File: config.mk
export PLATFORM = sky130hd
export DESIGN_NAME = oam_dma
export DESIGN_NICKNAME = d
export VERILOG_FILES = /design/src/rtl/gb_dma_pkg.sv /design/src/rtl/oam_dma.sv
export SDC_FILE = /design/constraint.sdc
export NUM_CORES = 1
export LEC_CHECK = 0
export BUFFER_PORTS_ARGS = -buffer_cell sky130_fd_sc_hd__buf_2
export CAP_MARGIN = 20
export CORE_MARGIN = 8
export CORE_UTILIZATION = 54
export DETAILED_ROUTE_END_ITERATION = 8
export PLACE_DENSITY = 0.81
export REMOVE_ABC_BUFFERS = 1
export SETUP_SLACK_MARGIN = 0.1
export SYNTH_ARGS = -nofsm -noshare
export SYNTH_HDL_FRONTEND = slang
export SYNTH_SLANG_ARGS = --single-unit
File: constraint.sdc
create_clock -name clk -period 2.7 [get_ports clk]
set_clock_uncertainty 0.05 [all_clocks]
set_input_delay 0.405 -clock clk [delete_from_list [all_inputs] [get_ports clk]]
set_output_delay 0.405 -clock clk [all_outputs]
set_load 0.01 [all_outputs]
File: src/rtl/gb_dma_pkg.sv
// Shared definitions for the OAM DMA engine: state encoding, default sizing
// and the echo-RAM page fold.
package gb_dma_pkg;

  typedef enum logic [1:0] {
    S_IDLE  = 2'd0,
    S_START = 2'd1,
    S_XFER  = 2'd2,
    S_FLUSH = 2'd3
  } dma_state_e;

  localparam int         DEF_XFER_LEN    = 160;
  localparam int         DEF_START_DELAY = 1;
  localparam logic [7:0] ECHO_FOLD       = 8'hE0;

  // Pages E0-FF mirror C0-DF, so the DMA reads the underlying work RAM.
  function automatic logic [7:0] fold_page(input logic [7:0] page);
    return (page >= ECHO_FOLD) ? (page - 8'h20) : page;
  endfunction

endpackage

File: src/rtl/oam_dma.sv
// OAM DMA engine: a write to FF46 copies XFER_LEN bytes from {page, 00..}
// into sprite attribute memory, one byte per CPU machine cycle (ce).
module oam_dma
  import gb_dma_pkg::*;
#(
  parameter int XFER_LEN    = DEF_XFER_LEN,
  parameter int START_DELAY = DEF_START_DELAY
) (
  input  logic        clk,
  input  logic        reset_n,
  input  logic        ce,
  input  logic        reg_wr,
  input  logic [7:0]  reg_di,
  output logic [7:0]  reg_do,
  output logic [15:0] dma_rd_addr,
  input  logic [7:0]  dma_rd_data,
  output logic        dma_active,
  output logic        oam_wr,
  output logic [7:0]  oam_addr,
  output logic [7:0]  oam_di,
  output dma_state_e  dbg_state
);

  localparam logic [7:0] LAST_IDX = 8'(XFER_LEN - 1);
  localparam logic [7:0] DLY_LAST = 8'(START_DELAY - 1);

  dma_state_e  state_q;
  logic [7:0]  dly_q;
  logic [7:0]  idx_q;
  logic [7:0]  page_q;
  logic [7:0]  reg_do_q;
  logic [15:0] rd_addr_q;
  logic        active_q;
  logic        oam_wr_q;
  logic [7:0]  oam_addr_q;
  logic [7:0]  oam_di_q;

  logic [7:0]  page_d;
  logic [7:0]  idx_d;

  assign page_d = fold_page(reg_di);
  assign idx_d  = idx_q + 8'd1;

  // Source/OAM timing contract: an address is presented for one ce period,
  // its data is taken from dma_rd_data at the closing ce edge, and the OAM
  // write (oam_wr/oam_addr/oam_di) is presented during the following period.
  always_ff @(posedge clk or negedge reset_n) begin
    if (!reset_n) begin
      state_q    <= S_IDLE;
      dly_q      <= '0;
      idx_q      <= '0;
      page_q     <= 8'h00;
      reg_do_q   <= 8'hFF;
      rd_addr_q  <= 16'h0000;
      active_q   <= 1'b0;
      oam_wr_q   <= 1'b0;
      oam_addr_q <= '0;
      oam_di_q   <= '0;
    end else if (ce) begin
      // Every XFER tick, including one cut short by a restart, retires its byte.
      oam_wr_q <= (state_q == S_XFER);
      if (state_q == S_XFER) begin
        oam_addr_q <= idx_q;
        oam_di_q   <= dma_rd_data;
      end

      if (reg_wr) begin
        reg_do_q <= reg_di;
        page_q   <= page_d;
        idx_q    <= '0;
        dly_q    <= '0;
        state_q  <= S_START;
        if (state_q == S_IDLE) begin
          active_q <= 1'b0;
        end
      end else begin
        case (state_q)
          S_IDLE: begin
          end
          S_START: begin
            if (dly_q == DLY_LAST) begin
              state_q   <= S_XFER;
              idx_q     <= '0;
              rd_addr_q <= {page_q, 8'h00};
              active_q  <= 1'b1;
            end else begin
              dly_q <= dly_q + 8'd1;
            end
          end
          S_XFER: begin
            if (idx_q == LAST_IDX) begin
              state_q <= S_FLUSH;
            end else begin
              idx_q     <= idx_d;
              rd_addr_q <= {page_q, idx_d};
            end
          end
          S_FLUSH: begin
            state_q  <= S_IDLE;
            active_q <= 1'b0;
          end
          default: state_q <= S_IDLE;
        endcase
      end
    end
  end

  assign reg_do      = reg_do_q;
  assign dma_rd_addr = rd_addr_q;
  assign dma_active  = active_q;
  assign oam_wr      = oam_wr_q;
  assign oam_addr    = oam_addr_q;
  assign oam_di      = oam_di_q;
  assign dbg_state   = state_q;

endmodule

# [Word level (Yosys, flattened, before mapping)]
# Cells that the tools add are included.
[op_classes] bitwise=1 reduce_logical=14 addsub=3 order_cmp=1 mux=19 n_eq_ne=11
[op_table] op="$mux W8" count=7
[op_table] op="$mux W16" count=2
[op_table] op="$pmux W16 S2" count=1
[op_table] op="$add A8 B1 Y8 const B" count=2
[op_table] op="$pmux W8 S2" count=1
[op_table] op="$reduce_and A4 Y1" count=3
[op_table] op="$eq A8 B8 Y1 const B" count=1
[op_table] op="$ge A8 B8 Y1 const B" count=1
[op_table] op="$logic_not A8 Y1" count=1
[op_table] op="$sub A8 B6 Y8 const B" count=1
[op_table] op="$mux W2" count=3
[op_table] op="$ne A2 B2 Y1 const B" count=3
[op_table] op="$ne A3 B3 Y1 const B" count=2
[op_table] op="$pmux W2 S3" count=1
[op_table] op="$reduce_bool A3 Y1" count=2
[op_table] op="$reduce_and A5 Y1" count=1
[op_table] op="$eq A2 B2 Y1 const B" count=2
[op_table] op="$reduce_and A2 Y1" count=2
[op_table] op="$reduce_bool A2 Y1" count=2
[op_table] op="$reduce_bool A4 Y1" count=1
[op_table] op="$mux W1" count=3
[op_table] op="$ne A3 B2 Y1 const B" count=1
[op_table] op="$reduce_and A3 Y1" count=1
[op_table] op="$eq A2 B1 Y1 const B" count=1
[op_table] op="other kinds (4)" count=4
[word_totals] elab_cells=59 output_inout_bits=44 inputBits=20 regBits=68

# [Depth between registers and ports, before layout]
# Gate-level depths: netlist (run 1).
[depth] ltp_word=4 depth_mapped=7 depth_no_buf=6

# [Worst setup path before layout (run 1)]
# No wires, ideal clock.
[synth_path] path_kind="flip-flop to flip-flop" start="reg dly_q[0]" end="reg rd_addr_q[10] (netlist: dma_rd_addr[10])" path_stages_with_launch=8 path_slack_ns=0.713 t_arrival_ns=1.812 path_buffers=1 cell_sequence="dfrtp_1 > inv_1 > ha_1 > or4b_4 > nor2_4 > a31oi_4 > buf_6 > mux2_4"
[synth_between] elab_chain_len=3
[synth_rtl] element="from (decl)" line_no="oam_dma.sv:28" source="logic [7:0] dly_q;"
[synth_rtl] element="from (signal assigned)" line_no="oam_dma.sv:87" source="dly_q <= dly_q + 8'd1;"
[synth_rtl] element="$logic_not A8 Y1" line_no="oam_dma.sv:81" source="if (dly_q == DLY_LAST) begin"
[synth_rtl] element="$ne A2 B2 Y1 (no source line)"
[synth_rtl] element="$reduce_and A5 Y1 (no source line)"
[synth_rtl] element="to (signal assigned)" line_no="oam_dma.sv:84" source="rd_addr_q <= {page_q, 8'h00};"
[synth_rtl] element="to (signal assigned)" line_no="oam_dma.sv:95" source="rd_addr_q <= {page_q, idx_d};"
[synth_rtl] element="to (decl)" line_no="oam_dma.sv:32" source="logic [15:0] rd_addr_q;"
# Every way passes these cells.
# A chain may end at the register's enable or synchronous reset.

# [Worst setup path in the final report (run 1)]
[layout_path] start="reg idx_q[0]" end="reg rd_addr_q[8] (netlist: dma_rd_addr[8])"
[layout_between] elab_chain_len=3
[layout_rtl] element="from (decl)" line_no="oam_dma.sv:29" source="logic [7:0] idx_q;"
[layout_rtl] element="from (signal assigned)" line_no="oam_dma.sv:94" source="idx_q <= idx_d;"
[layout_rtl] element="$eq A8 B8 Y1" line_no="oam_dma.sv:91" source="if (idx_q == LAST_IDX) begin"
[layout_rtl] element="$ne A2 B2 Y1 (no source line)"
[layout_rtl] element="$reduce_and A5 Y1 (no source line)"
# Every way passes these cells.

==> flow_metrics.tcl, run 1 <==
set metrics [dict create \
    grt_pass1_vias 2333 \
    io_buffer_count 63 \
    cts-root-buf "clkbuf_8" \
    grt_max_degree 37 \
    cts_resized 0 \
    finalSetupTns_ns 0 \
    clkPwrFrac 0.300 \
    n_antenna_cell 0 \
    postSynth.asyncResetShare 1.00 \
    cp.required_ns 2.87 \
    synth_ff_type "dfrtp_1" \
    syn_area_per_cell_sq_um 11.4 \
    rsz0062_at_grt "no" \
    internal-power_uw 2100 \
    min_period_ns 2.18 \
    min_path_type "input port to asynchronous set/reset pin" \
    run_status "complete, no violations" \
    finalSetupViolCount 0 \
    r2r-start "idx_q[0]" \
    cts.htree.levels 3 \
    path_class "register to register" \
    clkSlewWorstSetupHoldPaths_ns 0.07 \
    reg2reg_slack_ns 0.52 \
    rows 27 \
    hold_buffers 0 \
    seqPwrFrac 0.444 \
    maxSlewHeadroom 0.512 \
    peakVddDrop_mv 0.435 \
    die_h_microns 90.9 \
    dr.pass1.iters 4 \
    cts_tree "yes" \
    maxCapViolations 0 \
    final_util 0.665 \
    grt_overflow 0 \
    clock_latency_ns 0.34 \
    yosysUniqueCellTypes 49 \
    cts_buffers 9 \
    final_cell_mix "buf_2 (63), dfrtp_1 (60), nand2_1 (43)" \
    coreArea_sq_um 5470 \
    fin_nets 356 \
    die_area_sq_um 8260 \
    worstPathMaxFanout 16 \
    r2r_end "dma_rd_addr[8]" \
    cts_buffer_depth 2 \
    cts.sinks 68 \
    combPwrFrac 0.256 \
    post_cts_buffers 0 \
    p_leak_uw 0.00194 \
    cp-end-kind "register" \
    grt_pass1_wl_mm 10.9 \
    routed_via_density 5.45 \
    ys_warn_count 0 \
    critPathLaunch "idx_q[0]" \
    sw_frac_of_total 0.317 \
    start_kind "register" \
    die_x_microns 90.9 \
    drive_above_1_share 0.359 \
    num_vias 2228 \
    place_congestion 0.831 \
    detail_route.wl_per_cell_microns 15.9 \
    wl_mm 6.50 \
    synth_seq_cells 68 \
    antenna_found_initial 0 \
    synth_edf_count 0 \
    yosysSeqAreaShare 0.566 \
    ff2ff_path_depth 5 \
    mostFrequentLayoutCell "buf_2" \
    hold_violations 0 \
    post-route-drc-count 0 \
    yosysTopAreaCell "dfrtp_1" \
    p_per_area_nw_per_um2 846 \
    fmax_mhz 459 \
    dp_hpwl_mm 4.65 \
    critical_path_arrival_ns 2.35 \
    syn_area_sq_um 3030 \
    critPathCapture "dma_rd_addr[8]" \
    initial_utilization 0.553 \
    worst_pin_slew_ns 0.732 \
    areaGrowthSynthToFinish_pct 20.2 \
    drt_iter0_drc 127 \
    yosysTopAreaCellShare 0.496 \
    maxSlewViolCount 0 \
    synth_area_leaders "dfrtp_1 (50%), mux2_2 (8.2%), dfstp_2 (6.9%), nand2_1 (5.3%), a21o_1 (3.0%)" \
    grt_usage 0.160 \
    post-route-period-util 0.806 \
    switchingPower_uw 975 \
    final_antenna_net_count 0 \
    num_io_pins 64 \
    synthCells 265 \
]
-- sequential cells by signal (all words and copies together) (netlist names) --
signal       flops
dma_rd_addr     16
dly_q            8
idx_q            8
oam_addr         8
oam_di           8
page_q           8
reg_do           8
dbg_state        2
dma_active       1
oam_wr           1
-- critical path: stages (launching register included) --
cell and delay, ns:
dfrtp_1 0.42, ha_1 0.25, and4_1 0.25, a21oi_1 0.16, a31oi_4 0.52, mux2_2 0.40
-- metrics by stage --
step           power, uW  hold slack, ns  cells  cell area (sq um)  setup WS (ns)
2_1_floorplan       1860          0.0594    254               2970          0.764
3_3_place_gp        2140           0.394    393               3420          0.615
3_5_place_dp        2190           0.396    393               3420          0.506
4_1_cts             3110          0.0926    409               3640          0.498
5_1_grt             3250           0.137    409               3640          0.394
6_report            3080          0.0710    409               3640          0.523
-- kinds of logic after synthesis --
group / count (synthesis) / share of synthesized area
buffers and inverters: 25 / 0.0351
DFF: 68 / 0.566
AOI/OAI and AO/OA: 48 / 0.118
muxes: 29 / 0.108
adders and majority gates: 4 / 0.0165
xor gates and xnor gates: 4 / 0.0116
and+or+nand+nor: 87 / 0.145
-- Yosys cell counts, drive strengths merged (2+ instances only) --
library cell	count
a21o	12
a21oi	4
a2bb2oi	2
a31oi	2
a32o	3
buf	6
clkbuf	5
dfrtp	60
dfstp	8
ha	4
inv	14
mux2	24
mux2i	5
nand2	43
nand3	11
nand4	4
nor2	8
nor2b	6
o211ai	2
o21ai	9
o22ai	7
o31ai	2
or3	2
xnor2	2
xor2	2
-- how the worst min path moves through the flow --
stage | to | depth (start not counted) | from | slack [ns]
finish | dma_rd_addr[0] | 1 | reset_n | 0.07
global route | oam_addr[6] | 1 | reset_n | 0.14
global placement | reg_do[1] | 2 | reg_do[1] | 0.39
detailed placement | reg_do[2] | 2 | reg_do[2] | 0.40
floorplan | dbg_state[0] | 0 | reset_n | 0.06
CTS | oam_di[2] | 1 | reset_n | 0.09
-- metal layers --
metal | routed length [microns] | global-route usage | part of all wire
met1 | 2820 | 0.180 | 0.43
met5 | 0 | 0 | 0
met4 | 123 | 0.0668 | 0.019
met3 | 432 | 0.0565 | 0.066
met2 | 3120 | 0.271 | 0.48
-- power by group through the flow --
stage | Sequential, uW | Clock [uW] | Combinational, uW
floorplan | 1420 | 0 | 442
global placement | 1370 | 0 | 768
detailed placement | 1380 | 0 | 804
CTS | 1370 | 937 | 806
global route | 1390 | 984 | 868
finish | 1370 | 922 | 789
-- area by class of cell --
cell class	count	area, sq um
fillers	446	1840
inverters	14	52.6
well taps	72	90.1
flip-flops and latches	68	1710
clock inverters	6	88.8
repair buffers	67	358
clock buffers	10	128
multi-input cells	172	1210
(Power assumes the default switching activity.)
==> run 2, diff against run 1 <==
--- a/config.mk
+++ b/config.mk
@@ -8,9 +8,9 @@
 export BUFFER_PORTS_ARGS = -buffer_cell sky130_fd_sc_hd__buf_2
 export CAP_MARGIN = 20
 export CORE_MARGIN = 8
-export CORE_UTILIZATION = 54
+export CORE_UTILIZATION = 49
 export DETAILED_ROUTE_END_ITERATION = 8
-export PLACE_DENSITY = 0.81
+export PLACE_DENSITY = 0.78
 export REMOVE_ABC_BUFFERS = 1
 export SETUP_SLACK_MARGIN = 0.1
 export SYNTH_ARGS = -nofsm -noshare
==> constraint.sdc (replaced) <==
create_clock -name clk -period 1.8 [get_ports clk]
set_clock_uncertainty 0.05 [all_clocks]
set_input_delay 0.27 -clock clk [delete_from_list [all_inputs] [get_ports clk]]
set_output_delay 0.27 -clock clk [all_outputs]
set_load 0.01 [all_outputs]
==> flow_metrics.tcl, run 2 (same netlist as run 1, synthesis figures left out) <==
set metrics [dict create \
    maxSlewHeadroom 0.627 \
    p_leak_uw 0.00215 \
    p_per_area_nw_per_um2 1230 \
    cp-end-kind "register" \
    design_area_sq_um 4020 \
    grt_pass1_vias 2554 \
    cts.sinks 68 \
    min_path_type "input port to register" \
    final_util 0.674 \
    min_period_ns 1.96 \
    dp_hpwl_mm 4.93 \
    final_antenna_net_count 0 \
    num_io_pins 64 \
    path_class "register to register" \
    rsz0062_at_grt "yes" \
    fmax_mhz 510 \
    routed_via_density 5.35 \
    dr.pass1.iters 4 \
    maxSlewViolCount 0 \
    worst_pin_slew_ns 0.559 \
    violations "negative setup slack" \
    cts_buffers 9 \
    fin_nets 395 \
    hp-start "reg_di[4]" \
    mostFrequentLayoutCell "buf_2" \
    grt_max_degree 69 \
    cts-root-buf "clkbuf_8" \
    cts.htree.levels 3 \
    wl_mm 7.09 \
    grt_overflow 0 \
    pre_cts_ws_ns -0.261 \
    grt_pass1_wl_mm 12.0 \
    final_cell_mix "buf_2 (63), dfrtp_1 (60), nand2_1 (43)" \
    grt_usage 0.168 \
    place_congestion 0.806 \
    r2r-start "dly_q[0]" \
    io_buffer_count 63 \
    finalSetupViolCount 29 \
    clock_latency_ns 0.34 \
    num_vias 2411 \
    largest_reg_flops 16 \
    clkSlewWorstSetupHoldPaths_ns 0.08 \
    dpl_cell_area_sq_um 3670 \
    drt_iter0_drc 56 \
    detail_route.wl_per_cell_microns 15.7 \
    worstPathMaxFanout 5 \
    antenna_found_initial 0 \
    die_x_microns 94.6 \
    cts_buffer_depth 2 \
    maxCapViolations 0 \
    areaGrowthSynthToFinish_pct 32.7 \
    start_kind "register" \
    post-route-drc-count 0 \
    run_status "complete, but fails checks" \
    drive_above_1_share 0.447 \
    setup_ws_ns -0.162 \
    die_h_microns 94.6 \
    n_antenna_cell 0 \
    critical_path_arrival_ns 2.14 \
    die_area_sq_um 8950 \
    rows 28 \
    initial_utilization 0.508 \
    cts_tree "yes" \
    power.total_uw 4950 \
    coreArea_sq_um 5960 \
    peakVddDrop_mv 0.676 \
    finalSetupTns_ns -2.77 \
    cp.required_ns 1.98 \
    post-route-period-util 1.09 \
    critPathLaunch "dly_q[0]" \
    fillers 473 \
    hold_violations 0 \
]
-- run 2: area by class of cell --
| type | count | area [sq um] | share of cell area |
|---|---|---|---|
| Tap cell | 75 | 93.8 | 0.0234 |
| Inverter | 14 | 52.6 | 0.0131 |
| Timing Repair Buffer | 105 | 664 | 0.165 |
| Sequential cell | 68 | 1710 | 0.426 |
| Clock inverter | 7 | 75.1 | 0.0187 |
| Multi-Input combinational cell | 173 | 1290 | 0.322 |
| Clock buffer | 9 | 124 | 0.0308 |
-- run 2: critical path, stage by stage, from the launching register on --
cell and delay, ns:
dfrtp_1 0.39, inv_2 0.08, ha_4 0.13, or4b_4 0.50, nor2_4 0.16, buf_6 0.13, a31oi_4 0.12, mux2_2 0.30
-- run 2: worst paths after layout --
kind / to / slack, ns / cells past startpoint
max: dma_rd_addr[12] / -0.16 / 7
min: reg_do[4] / 0.09 / 3
max reg2reg: dma_rd_addr[12] / -0.16 / 7
min reg2reg: reg_do[1] / 0.41 / 2
max in group asynchronous: reg_do[5] / 0.94 / 3
min in group asynchronous: oam_addr[1] / 0.41 / 3
-- run 2: where the power goes --
part / switching (uW) / internal (uW) / total [uW]
Sequential: 149 / 1820 / 1970
Combinational: 875 / 859 / 1730
Clock: 596 / 646 / 1240
-- run 2: stage by stage --
stage / cells / hold slack, ns
4_1_cts: 450 / 0.0700
5_1_grt: 451 / 0.0830
2_1_floorplan: 254 / -0.0756
3_5_place_dp: 429 / 0.269
6_report: 451 / 0.0862
3_3_place_gp: 429 / 0.265
-- run 2: what timing repair did --
action / CTS / global route
hold buffers: 1 / 0
endpoints found under the hold margin: 60 / 0
pin swaps: 15 / 9
setup buffers: 3 / 1
gates resized for setup: 15 / 3
cloned: 1 / 0
endpoints found under the setup margin: 30 / 31
-- run 2: metal layers --
metal | share of wire | up-vias | track usage | wire, microns
met5 | 0 | - | 0 | 0
li1 | - | 1146 | - | -
met1 | 0.42 | 1183 | 0.198 | 2950
met3 | 0.077 | 15 | 0.0532 | 543
met2 | 0.49 | 67 | 0.277 | 3470
met4 | 0.018 | 0 | 0.0728 | 129
